[config.mk]
export PLATFORM = sky130hd
export DESIGN_NAME = vga_timing_gen
export DESIGN_NICKNAME = d
export VERILOG_FILES = /design/src/rtl/vga_timing_gen.sv
export SDC_FILE = /design/constraint.sdc
export NUM_CORES = 1
export LEC_CHECK = 0
export CORE_AREA = 4 4 54 56
export DETAILED_ROUTE_END_ITERATION = 12
export DIE_AREA = 0 0 58 60
export GPL_TIMING_DRIVEN = 0
export HOLD_SLACK_MARGIN = 0.1
export MAX_ROUTING_LAYER = met4
export PLACE_DENSITY = 0.83
export SKIP_LAST_GASP = 1
export SLEW_MARGIN = 20
export SYNTH_ARGS = -nofsm -noshare
export SYNTH_HDL_FRONTEND = slang
export SYNTH_SLANG_ARGS = --single-unit
[constraint.sdc]
create_clock -name clk_in -period 3.63 [get_ports clk_in]
set_input_delay 0.363 -clock clk_in [delete_from_list [all_inputs] [get_ports clk_in]]
set_output_delay 0.363 -clock clk_in [all_outputs]
set_load 0.02 [all_outputs]
[src/rtl/vga_timing_gen.sv]
// 640x480@60 VGA timing generator: pixel-strobe divider plus h/v raster counters.
// Every output is decoded combinationally from the registered counters.
module vga_timing_gen #(
  parameter int PIX_DIV = 2
) (
  input  logic       clk_in,
  input  logic       i_rst,
  output logic       o_hs,
  output logic       o_vs,
  output logic       o_pix_stb,
  output logic       o_active,
  output logic       o_blanking,
  output logic [9:0] o_x,
  output logic [8:0] o_y,
  output logic       o_screenend,
  output logic       o_animate
);

  localparam int DW = (PIX_DIV > 1) ? $clog2(PIX_DIV) : 1;
  localparam logic [DW-1:0] DIV_LAST = DW'(PIX_DIV - 1);

  localparam logic [9:0] H_VIS_END  = 10'd640;
  localparam logic [9:0] H_SYNC_BEG = 10'd656;
  localparam logic [9:0] H_SYNC_END = 10'd751;
  localparam logic [9:0] H_LAST     = 10'd799;
  localparam logic [9:0] V_VIS_END  = 10'd480;
  localparam logic [9:0] V_SYNC_BEG = 10'd490;
  localparam logic [9:0] V_SYNC_END = 10'd491;
  localparam logic [9:0] V_ANIM     = 10'd479;
  localparam logic [9:0] V_LAST     = 10'd524;

  logic [DW-1:0] div_cnt;
  logic [9:0]    h_count;
  logic [9:0]    v_count;
  logic          pix_stb;

  // With PIX_DIV=1 DIV_LAST is 0, so the strobe is permanently high.
  assign pix_stb = (div_cnt == DIV_LAST);

  always_ff @(posedge clk_in or posedge i_rst) begin
    if (i_rst) begin
      div_cnt <= '0;
    end else if (pix_stb) begin
      div_cnt <= '0;
    end else begin
      div_cnt <= div_cnt + 1'b1;
    end
  end

  always_ff @(posedge clk_in or posedge i_rst) begin
    if (i_rst) begin
      h_count <= '0;
      v_count <= '0;
    end else if (pix_stb) begin
      if (h_count == H_LAST) begin
        h_count <= '0;
        if (v_count == V_LAST) begin
          v_count <= '0;
        end else begin
          v_count <= v_count + 1'b1;
        end
      end else begin
        h_count <= h_count + 1'b1;
      end
    end
  end

  logic h_vis;
  logic v_vis;

  assign h_vis = (h_count < H_VIS_END);
  assign v_vis = (v_count < V_VIS_END);

  assign o_pix_stb   = pix_stb;
  assign o_hs        = !((h_count >= H_SYNC_BEG) && (h_count <= H_SYNC_END));
  assign o_vs        = !((v_count >= V_SYNC_BEG) && (v_count <= V_SYNC_END));
  assign o_active    = h_vis && v_vis;
  assign o_blanking  = !(h_vis && v_vis);
  // Coordinates clamp at the last visible pixel/line during blanking.
  assign o_x         = h_vis ? h_count : 10'd639;
  assign o_y         = v_vis ? v_count[8:0] : 9'd479;
  assign o_screenend = (h_count == H_LAST) && (v_count == V_LAST);
  assign o_animate   = (h_count == H_LAST) && (v_count == V_ANIM);

endmodule

==> impl_metrics.json <==
{
  "status": "complete, no violations",
  "dr.pass1.iters": 4,
  "synth_top_cell_area_share_pct": 42.0,
  "drv_slew": 0,
  "wirelength_mm": 2.60,
  "antenna_found_initial": 0,
  "grt-ovfl-total": 0,
  "setup_tns_ns": 0,
  "cts-resized-gates": 0,
  "synth_edf_count": 0,
  "cp-end-kind": "output port",
  "diodes": 0,
  "fin_crit_ns": 2.88,
  "hold_violations": 0,
  "synthMuxAreaShare_pct": 4.00,
  "worstPathMaxFanout": 7,
  "placed_area_sq_mm": 0.00156,
  "synthXorXnorAreaFrac_pct": 8.39,
  "start_kind": "flop",
  "nets": 174,
  "worst_slew_pin_slew_ns": 0.773,
  "ant_nets": 0,
  "synthCells": 136,
  "final_layout_size_suffix_gt1_share_pct": 7.78,
  "fin_ws_ns": 0.750,
  "io_buffers": 27,
  "synth_top_family_by_area": "simple AND/OR/NAND/NOR gates",
  "synth-adder-area-share_pct": 4.00,
  "gp_congestion": 0.865,
  "synth-compound-area-share_pct": 3.90,
  "cts_sinks": 21,
  "dr.first_iter.drc_count": 22,
  "crit_required_ns": 3.27,
  "p_leak_uw": 0.000742,
  "core_area_sq_mm": 0.00243,
  "max_stage_delay_ns": 0.61,
  "pre_cts_ws_ns": 1.10,
  "cp.arrival_ns": 2.52,
  "syn_avg_cell_area_sq_um": 9.21,
  "viasPerCell": 5.39,
  "critPathSlowestCell": "clkdlybuf4s50_1",
  "grt_use_total_pct": 16.7,
  "root_buffer": "clkbuf_4",
  "wl_per_cell_um": 13.2,
  "remaining_drc_errors": 0,
  "start_util_pct": 51.5,
  "cts_made_buffers": 3,
  "crit_type": "reg -> out",
  "die_height_um": 60,
  "rows": 18,
  "vdd_ir_drop_max_uv": 176,
  "ctsHoldBuffers": 0,
  "finalInstanceArea_sq_mm": 0.00159,
  "synthToLayoutAreaGrowth_pct": 26.8,
  "drv_cap": 0,
  "power.density_mw_per_mm2": 219,
  "post_cts_buffers": 0,
  "finClkSkew_ns": 0.00514,
  "yosysUniqueCellTypes": 34,
  "hold_path.class": "in -> async",
  "die_area_sq_mm": 0.00348,
  "synth_seq_area_share_pct": 42.0,
  "clk_latency_ns": 0.29,
  "grt_first_pass_wirelength_mm": 4.41,
  "cts_max_level": 1,
  "cts_tree": "done",
  "place_inst": 193,
  "dp_hpwl_mm": 1.95,
  "synth-seq-cells": 21,
  "netlist.top_cell.by_area": "dfrtp_1",
  "synthSimpleGateAreaFrac_pct": 32.3,
  "finalSetupViolCount": 0,
  "fin_crit_sh_pct": 79.3,
  "die_w_um": 58,
  "cp_cell_sequence": "inv_1, ha_1, nand4_1, or4_1, clkbuf_2, nor2_1, clkdlybuf4s50_1",
  "grt_max_degree": 22,
  "max-slew-margin-rel_pct": 48.4,
  "fin_cells": 197,
  "synth_flop_cell": "dfrtp_1",
  "max_freq_mhz": 347,
  "yosys_warnings": 0,
  "synth_area_sq_mm": 0.00125,
  "rsz0062_at_grt": "false",
  "grt_pass1_vias": 1021,
  "synthTopCellsByArea": "dfrtp_1, xnor2_1, nand2_1",
  "post-route-util_pct": 65.3,
  "cts_buffer_depth": 2,
  "ios": 28,
  "syn_nets": 142,
  "via_count": 1061,
  "cts.reportedPaths.clkPinSlew_ns": 0.12,
  "async_flop_share_pct": 100
}
[cells in the mapped netlist (2+ instances only)]
master / instances
or4_1: 2
nand2b_1: 5
xnor2_1: 10
ha_1: 4
a21boi_0: 2
mux2i_1: 5
dfrtp_1: 21
xor2_1: 2
o21ai_0: 2
inv_1: 10
nor2_1: 9
nand3_1: 8
or2_2: 3
and3_1: 4
nor2b_1: 2
nand4_1: 7
nand2_1: 14
or3_1: 5
nand4b_1: 2
clkbuf_1: 4
nor3_1: 2
[layout make-up]
cell class,instances,area (sq um)
buffer,6,31.3
clock buffer,3,22.5
clock inverter,1,5.00
fill,219,845
inverter,10,37.5
multi-input combinational,99,658
sequential,21,526
tap,30,37.5
timing repair buffer,27,270
[power by group]
group	leakage (uW)	total, uW	internal (uW)	switching, uW
combinational	0.000445	5.34	0.991	4.35
clock	0.0000177	108	40.9	66.9
sequential	0.000279	234	234	0
total	0.000742	347	276	71.3
[per-stage QoR]
stage / power [uW] / hold slack (ns)
final: 347 / 0.495
after global routing: 365 / 0.547
after CTS: 353 / 0.518
after detailed placement: 244 / 0.511
after global placement: 244 / 0.504
after floorplan: 242 / 0.340
[layer usage]
layer	vias up	track usage [%]	wire length [um]
met3	2	2.16	122
met5	-	-	0
met4	0	3.97	13
li1	527	-	-
met1	499	20.4	1210
met2	33	29.2	1250
[cells by family (layout without fill, tap and decap cells)]
| family | Yosys count | count (layout) |
|---|---|---|
| AND/OR/NAND/NOR | 71 | 71 |
| adder cells (fa/ha/maj) | 4 | 4 |
| buffers and inverters | 16 | 47 |
| multiplexers | 5 | 5 |
| flip-flops | 21 | 21 |
| XOR/XNOR | 12 | 12 |
| AO/OA/AOI/OAI | 7 | 7 |
[state kept, by name (all words and copies together) (netlist names)]
register and flops:
v_count 10, h_count 10, o_pix_stb 1
[worst max-delay path: cells and delay by family (launching register included)]
family                   cells  cell delay [ns]
buffers and inverters        3             0.93
AND/OR/NAND/NOR              3             0.71
flip-flops                   1             0.44
adder cells (fa/ha/maj)      1             0.16
[placed cells by master, fill, tap and decap left out, types with 3 or more instances in the layout]
cell type        synthesis  routed
or3_1                    5       5
mux2i_1                  5       5
xnor2_1                 10      10
ha_1                     4       4
clkdlybuf4s50_1          0      27
nand2b_1                 5       5
dfrtp_1                 21      21
and3_1                   4       4
nand4_1                  7       7
clkbuf_1                 4       4
nand2_1                 14      14
clkbuf_4                 0       3
nor2_1                   9       9
nand3_1                  8       8
or2_2                    3       3
inv_1                   10      10
[path summary, 6_finish.rpt]
kind,from,slack (ns),endpoint,cells past startpoint
setup reg to reg,v_count[0],1.69,v_count[3],7
min in group clk_in,h_count[2],0.52,h_count[2],1
setup / recovery,v_count[0],0.75,o_screenend,7
hold / removal,i_rst,0.49,v_count[6],2
max in group asynchronous,i_rst,2.65,v_count[3],2
hold reg to reg,h_count[2],0.52,h_count[2],1
Note: power is estimated with default switching activity, not from simulation.
